### config.mk
export PLATFORM = sky130hd
export DESIGN_NAME = cfg_dispatcher
export DESIGN_NICKNAME = d
export VERILOG_FILES = /design/src/rtl/cfg_dispatcher.sv
export SDC_FILE = /design/constraint.sdc
export NUM_CORES = 1
export LEC_CHECK = 0
export ABC_AREA = 1
export CAP_MARGIN = 20
export CELL_PAD_IN_SITES_DETAIL_PLACEMENT = 0
export CELL_PAD_IN_SITES_GLOBAL_PLACEMENT = 1
export CORE_UTILIZATION = 40
export DETAILED_ROUTE_END_ITERATION = 8
export GPL_TIMING_DRIVEN = 1
export PLACE_DENSITY_LB_ADDON = 0.1
export SYNTH_ARGS = -nofsm -noshare
export SYNTH_HDL_FRONTEND = slang
export SYNTH_HIERARCHICAL = 1
export SYNTH_SLANG_ARGS = --single-unit
### constraint.sdc
create_clock -name clk -period 6.65 [get_ports clk]
set_input_delay 1.33 -clock clk [delete_from_list [all_inputs] [get_ports clk]]
set_output_delay 1.33 -clock clk [all_outputs]
set_load 0.03 [all_outputs]
### src/rtl/cfg_dispatcher.sv
// cfg_fifo: generic first-in first-out buffer with occupancy count, head visible combinationally.
// Latency: a push is visible at the head on the cycle after the push edge; level updates at the same edge.
// Backpressure: none internally; the producer must not push when full, the consumer must not pop when empty.
module cfg_fifo #(
    parameter  int WIDTH  = 8,
    parameter  int DEPTH  = 4,
    localparam int LWIDTH = $clog2(DEPTH + 1)
) (
    input  logic              clk,
    input  logic              rst_n,
    input  logic              push_vld,
    input  logic [WIDTH-1:0]  push_dat,
    input  logic              pop_vld,
    output logic [WIDTH-1:0]  head_dat,
    output logic [LWIDTH-1:0] level,
    output logic              empty,
    output logic              full
);

    localparam int PW = (DEPTH > 1) ? $clog2(DEPTH) : 1;

    logic [WIDTH-1:0] mem [DEPTH];
    logic [PW-1:0]    wr_ptr;
    logic [PW-1:0]    rd_ptr;

    assign head_dat = mem[rd_ptr];
    assign empty    = (level == '0);
    assign full     = (level == LWIDTH'(DEPTH));

    // Storage array: written on push only, contents are don't-care until pushed.
    always_ff @(posedge clk) begin
        if (push_vld) begin
            mem[wr_ptr] <= push_dat;
        end
    end

    // Pointers wrap explicitly so DEPTH need not be a power of two; level tracks push minus pop.
    always_ff @(posedge clk or negedge rst_n) begin
        if (!rst_n) begin
            wr_ptr <= '0;
            rd_ptr <= '0;
            level  <= '0;
        end else begin
            if (push_vld) begin
                wr_ptr <= (wr_ptr == PW'(DEPTH - 1)) ? '0 : wr_ptr + PW'(1);
            end
            if (pop_vld) begin
                rd_ptr <= (rd_ptr == PW'(DEPTH - 1)) ? '0 : rd_ptr + PW'(1);
            end
            case ({push_vld, pop_vld})
                2'b10:   level <= level + LWIDTH'(1);
                2'b01:   level <= level - LWIDTH'(1);
                default: level <= level;
            endcase
        end
    end

    a_no_overflow:  assert property (@(posedge clk) disable iff (!rst_n) push_vld |-> !full);
    a_no_underflow: assert property (@(posedge clk) disable iff (!rst_n) pop_vld |-> !empty);

endmodule

// cfg_dispatcher: assembles host words into accelerator config commands, buffers them, issues one at a time.
// Latency: final host word at edge T -> cfg_valid high in the cycle after edge T+1 (when idle, busy low); issues spaced >= 3 cycles.
// Backpressure: host_ready drops only on the last word of a command while the FIFO is full; no issue while cfg_busy is high.
module cfg_dispatcher #(
    parameter  int DATA_CWIDTH = 64,
    parameter  int WICP_CWIDTH = 32,
    parameter  int TMPC_CWIDTH = 32,
    parameter  int POST_CWIDTH = 32,
    parameter  int HWIDTH      = 32,
    parameter  int DEPTH       = 4,
    localparam int LWIDTH      = $clog2(DEPTH + 1)
) (
    input  logic                   clk,
    input  logic                   rst_n,
    input  logic                   host_valid,
    output logic                   host_ready,
    input  logic [HWIDTH-1:0]      host_data,
    output logic                   cfg_valid,
    input  logic                   cfg_busy,
    output logic [DATA_CWIDTH-1:0] cfg_data_data,
    output logic [WICP_CWIDTH-1:0] cfg_wicp_data,
    output logic [TMPC_CWIDTH-1:0] cfg_tmpc_data,
    output logic [POST_CWIDTH-1:0] cfg_post_data,
    output logic [LWIDTH-1:0]      buf_level,
    output logic [15:0]            issue_cnt,
    output logic                   idle
);

    localparam int CWIDTH = DATA_CWIDTH + WICP_CWIDTH + TMPC_CWIDTH + POST_CWIDTH;
    localparam int NWORDS = (CWIDTH + HWIDTH - 1) / HWIDTH;
    localparam int IW     = (NWORDS > 1) ? $clog2(NWORDS) : 1;
    localparam int WICP_LSB = DATA_CWIDTH;
    localparam int TMPC_LSB = DATA_CWIDTH + WICP_CWIDTH;
    localparam int POST_LSB = DATA_CWIDTH + WICP_CWIDTH + TMPC_CWIDTH;

    typedef enum logic [1:0] {
        S_IDLE  = 2'd0,
        S_ISSUE = 2'd1,
        S_GUARD = 2'd2,
        S_WAIT  = 2'd3
    } state_t;

    state_t                     state;
    logic [IW-1:0]              word_idx;
    logic [NWORDS*HWIDTH-1:0]   partial;
    logic [NWORDS*HWIDTH-1:0]   assembled;
    logic                       last_word;
    logic                       accept;
    logic                       push;
    logic                       pop;
    logic                       fifo_empty;
    logic                       fifo_full;
    logic [CWIDTH-1:0]          head;

    // Stall only the word that would complete a command into a full FIFO; a pop in the same cycle is not credited.
    assign last_word  = (word_idx == IW'(NWORDS - 1));
    assign host_ready = !(last_word && fifo_full);
    assign accept     = host_valid && host_ready;
    assign push       = accept && last_word;

    // A pop is the transition into ISSUE: from IDLE or from WAIT once the accelerator reports not busy.
    assign pop = !fifo_empty && !cfg_busy && ((state == S_IDLE) || (state == S_WAIT));

    assign idle = fifo_empty && (word_idx == '0) && (state == S_IDLE) && !cfg_busy;

    // Full command = earlier words held in partial, final word taken straight from the host bus.
    always_comb begin
        assembled = partial;
        assembled[(NWORDS-1)*HWIDTH +: HWIDTH] = host_data;
    end

    // Word assembler: steer each accepted word into its slot and step the word index.
    always_ff @(posedge clk or negedge rst_n) begin
        if (!rst_n) begin
            word_idx <= '0;
            partial  <= '0;
        end else if (accept) begin
            for (int k = 0; k < NWORDS - 1; k++) begin
                if (word_idx == IW'(k)) begin
                    partial[k*HWIDTH +: HWIDTH] <= host_data;
                end
            end
            word_idx <= last_word ? '0 : word_idx + IW'(1);
        end
    end

    cfg_fifo #(
        .WIDTH (CWIDTH),
        .DEPTH (DEPTH)
    ) u_fifo (
        .clk      (clk),
        .rst_n    (rst_n),
        .push_vld (push),
        .push_dat (assembled[CWIDTH-1:0]),
        .pop_vld  (pop),
        .head_dat (head),
        .level    (buf_level),
        .empty    (fifo_empty),
        .full     (fifo_full)
    );

    // Issue FSM with registered strobe, fields and counter; fields load only on entry to ISSUE.
    always_ff @(posedge clk or negedge rst_n) begin
        if (!rst_n) begin
            state         <= S_IDLE;
            cfg_valid     <= 1'b0;
            cfg_data_data <= '0;
            cfg_wicp_data <= '0;
            cfg_tmpc_data <= '0;
            cfg_post_data <= '0;
            issue_cnt     <= '0;
        end else begin
            case (state)
                S_IDLE:  if (pop) state <= S_ISSUE;
                S_ISSUE: state <= S_GUARD;
                S_GUARD: state <= S_WAIT;
                S_WAIT:  if (!cfg_busy) state <= fifo_empty ? S_IDLE : S_ISSUE;
                default: state <= S_IDLE;
            endcase
            cfg_valid <= pop;
            if (pop) begin
                cfg_data_data <= head[DATA_CWIDTH-1:0];
                cfg_wicp_data <= head[WICP_LSB +: WICP_CWIDTH];
                cfg_tmpc_data <= head[TMPC_LSB +: TMPC_CWIDTH];
                cfg_post_data <= head[POST_LSB +: POST_CWIDTH];
                issue_cnt     <= issue_cnt + 16'd1;
            end
        end
    end

    a_valid_gap: assert property (@(posedge clk) disable iff (!rst_n) cfg_valid |=> !cfg_valid);

endmodule
==> results.md <==
- Via count: 22700
- Clock Skews: 0.0185 ns
- WP data required: 5.32 ns
- DP HPWL: 51.6 mm
- Synth warnings: 6
- DRT Pass-1 Iters: 5
- Most frequent CP cell: clkdlybuf4s50_1
- H-tree levels: 3
- Post-route cell area: 44200 µm²
- WP buf/inv: 2
- Final setup viols: 0
- Critical Path Start Type: input port
- Fin crit period: 3.92 ns
- R2R Setup Slk: 3.26 ns
- Launching point of the worst reg2reg path: word_idx[0]
- Root buf cell: clkbuf_16
- Worst R2R Path Depth: 8
- First-pass GRT wire length: 141 mm
- Post-Syn Area per Cell: 11.9 µm²
- 1st-iter DRT viols: 1693
- WL final: 93.3 mm
- # port buffers: 217
- P_int: 13300 µW
- Setup TNS: 0 ns
- IO Pins: 218
- Layout cell share with drive strength beyond 1: 0.0690
- Worst IR Drop VDD: 0.000293 V
- Worst Setup End Kind: output pin
- Syn Inst Count: 3187
- Net Switching: 7520 µW
- Most common cell after layout, fill and taps aside: nand2_1
- Post-synthesis sequential area ratio: 0.715
- Net Sw Frac: 0.362
- Leak: 0.0185 µW
- Peak Freq: 255 MHz
- Vias in the first global route: 22500
- Row count: 112
- DR WL/cell: 19.8 µm
- GRT Residual Overflow: 0
- # clock sinks: 957
- Hold Crit Depth: 2
- Multi-input gate area: 8160 µm²
- #FFs+latches synth: 957
- Bufs on Longest Clock Path: 3
- DRC: 0
- Status: complete, no violations
- Kind of critical path: in2out
- FF-to-FF End: u_fifo/mem[0][126]
- Slew headroom: 0.245
- Die Area: 96200 µm²
- CORE AREA: 93700 µm²
- Max-cap violations: 0
- Synth unique cells: 30
- Area grow syn2layout: 16.3%
- RSZ-0062 raised after global routing: no
- Crit path max-delay cell type: clkdlybuf4s50_1
- Critical-path cell list: clkdlybuf4s50_1 > nor2_1 > clkdlybuf4s50_1
- PD cells: 470 nW/µm²
- Max incr delay on CP: 0.67 ns
- Initial cell density of the core: 0.405
- Hold wc startpoint: cfg_data_data[37]
- Flop pwr share: 0.420
- RePlAce Congestion: 0.757
- Placed Instance Area: 40800 µm²
- GRT Total Usage: 0.198
- Hold Path Class: reg2reg
- Worst EP arrival: 2.59 ns
- CTS Buf Count: 102
- Reg area: 27200 µm²
- Final net count: 3414
- Slew @ Worst Pin: 1.13 ns
- Tcrit/Tclk final: 0.589
- Post-Syn Nets: 3239
- Vias per cell: 4.84
- Die Width: 310 µm
- Initial antenna violation count: 4
- Final Hold Viols: 0
- Hold Path Sink: cfg_data_data[37]
- Largest delay contributor family on the critical path: buffers and inverters
- Clk slew on worst S/H paths: 0.06 ns
- Post-CTS Setup Inserts: 0
- Logic pwr share: 0.312
- CTS Hold Buffers Added: 0
- Clock power share: 0.267
- Layout fillers: 8464
- Post-cts resize count: 0
- Antenna-violating nets left: 0
- Clock Latency Late Sink: 0.65 ns
- Mapped Area: 38000 µm²
- Die Y: 310 µm
- Largest net degree at the start of global routing: 221
- Max Slew Vio Count: 0
- Commonest cells after routing, fill and taps aside: nand2_1 (1138), edfxtp_1 (640), inv_1 (381)
- TritonCTS clock tree: built
- Worst-path fanout max: 3
## power by group through the flow
stage	registers [µW]	clock network [µW]	logic [µW]
detailed placement	8850	0	6610
global route	8900	5930	7230
floorplan	9540	0	3640
finish	8730	5550	6490
CTS	8750	5700	6620
global placement	8800	0	6510
## cell usage after synthesis
| cell | instances | share of area |
|---|---|---|
| buf_4 | 5 | 0.00099 |
| nand2_2 | 1 | 0.00016 |
| nand2_1 | 1138 | 0.11 |
| buf_2 | 81 | 0.011 |
| clkbuf_1 | 15 | 0.0015 |
| nor3_1 | 3 | 0.00040 |
| nand3b_1 | 1 | 0.00020 |
| nand3_1 | 12 | 0.0016 |
| o21ai_1 | 24 | 0.0032 |
| nand3_2 | 2 | 0.00053 |
| nor2_2 | 2 | 0.00033 |
| ha_1 | 15 | 0.0049 |
| o21ai_0 | 69 | 0.0091 |
| edfxtp_1 | 640 | 0.51 |
| a22oi_1 | 1 | 0.00020 |
| o21ai_2 | 44 | 0.010 |
| o211ai_1 | 320 | 0.063 |
| nand4_1 | 6 | 0.00099 |
| xnor2_1 | 7 | 0.0016 |
| inv_1 | 385 | 0.038 |
| inv_6 | 1 | 0.00023 |
| dfrtp_1 | 317 | 0.21 |
| nor2_1 | 17 | 0.0017 |
| nand2_4 | 2 | 0.00059 |
| inv_2 | 4 | 0.00040 |
| o22ai_1 | 1 | 0.00016 |
| xor2_1 | 5 | 0.0012 |
| nand3_4 | 2 | 0.00092 |
| buf_6 | 66 | 0.020 |
| fa_1 | 1 | 0.00053 |
## cell families (layout without fill, tap and decap cells)
family,Yosys count,in the layout,synth area share
buffers and inverters,557,817,0.0714
xor gates and xnor gates,12,12,0.00277
and+or+nand+nor,1186,1186,0.120
adders and majority gates,16,16,0.00547
other,0,1,0
AOI/OAI and AO/OA,459,459,0.0860
DFF,957,957,0.715
## worst min-delay path, cell delays in order, from the launching register on
cell and delay [ns]:
dfrtp_1 0.34, nand2_1 0.06, nand2_1 0.05
## state kept, by name (all words and copies together), names as in the netlist, 16 cells and up
name,flops
assembled,128
cfg_post_data,32
issue_cnt,16
cfg_wicp_data,32
cfg_tmpc_data,32
u_fifo/mem,640
cfg_data_data,64
## metal layers
| metal | vias up | GRT usage | routed length, µm |
|---|---|---|---|
| li1 | 11000 | - | - |
| met1 | 11100 | 0.281 | 44100 |
| met2 | 469 | 0.316 | 42800 |
| met3 | 116 | 0.0278 | 4150 |
| met4 | 2 | 0.0579 | 2170 |
| met5 | - | 0 | 13 |
## final cells by class
type	instances	share of cell area
inverters	390	0.0342
clock buffers	140	0.0662
well taps	1254	0.0355
multi-input cells	1673	0.185
diodes	1	0.0000566
repair buffers	238	0.0560
flip-flops and latches	957	0.615
clock inverters	49	0.00867
## worst max-delay path by stage
| stage | startpoint | to | slack [ns] | cells after the start |
|---|---|---|---|---|
| global route | host_valid | u_fifo/mem[0][144] | 2.68 | 6 |
| floorplan | host_valid | u_fifo/mem[3][0] | 1.24 | 5 |
| finish | cfg_busy | idle | 2.73 | 3 |
| CTS | cfg_busy | idle | 2.72 | 3 |
| global placement | host_valid | u_fifo/mem[0][126] | 2.17 | 6 |
| detailed placement | host_valid | u_fifo/mem[0][126] | 2.20 | 6 |
## through the flow
step	setup slack, ns	util	instances	total power [µW]	hold WS (ns)
after floorplan	1.24	-	3187	13200	0.476
after global placement	2.17	0.435	4509	15300	0.464
after detailed placement	2.20	0.435	4510	15500	0.464
after CTS	2.72	0.471	4699	21100	0.481
after global routing	2.68	0.471	4701	22100	0.492
final	2.73	0.471	4702	20800	0.476
Power figures use the tool's default switching activity.
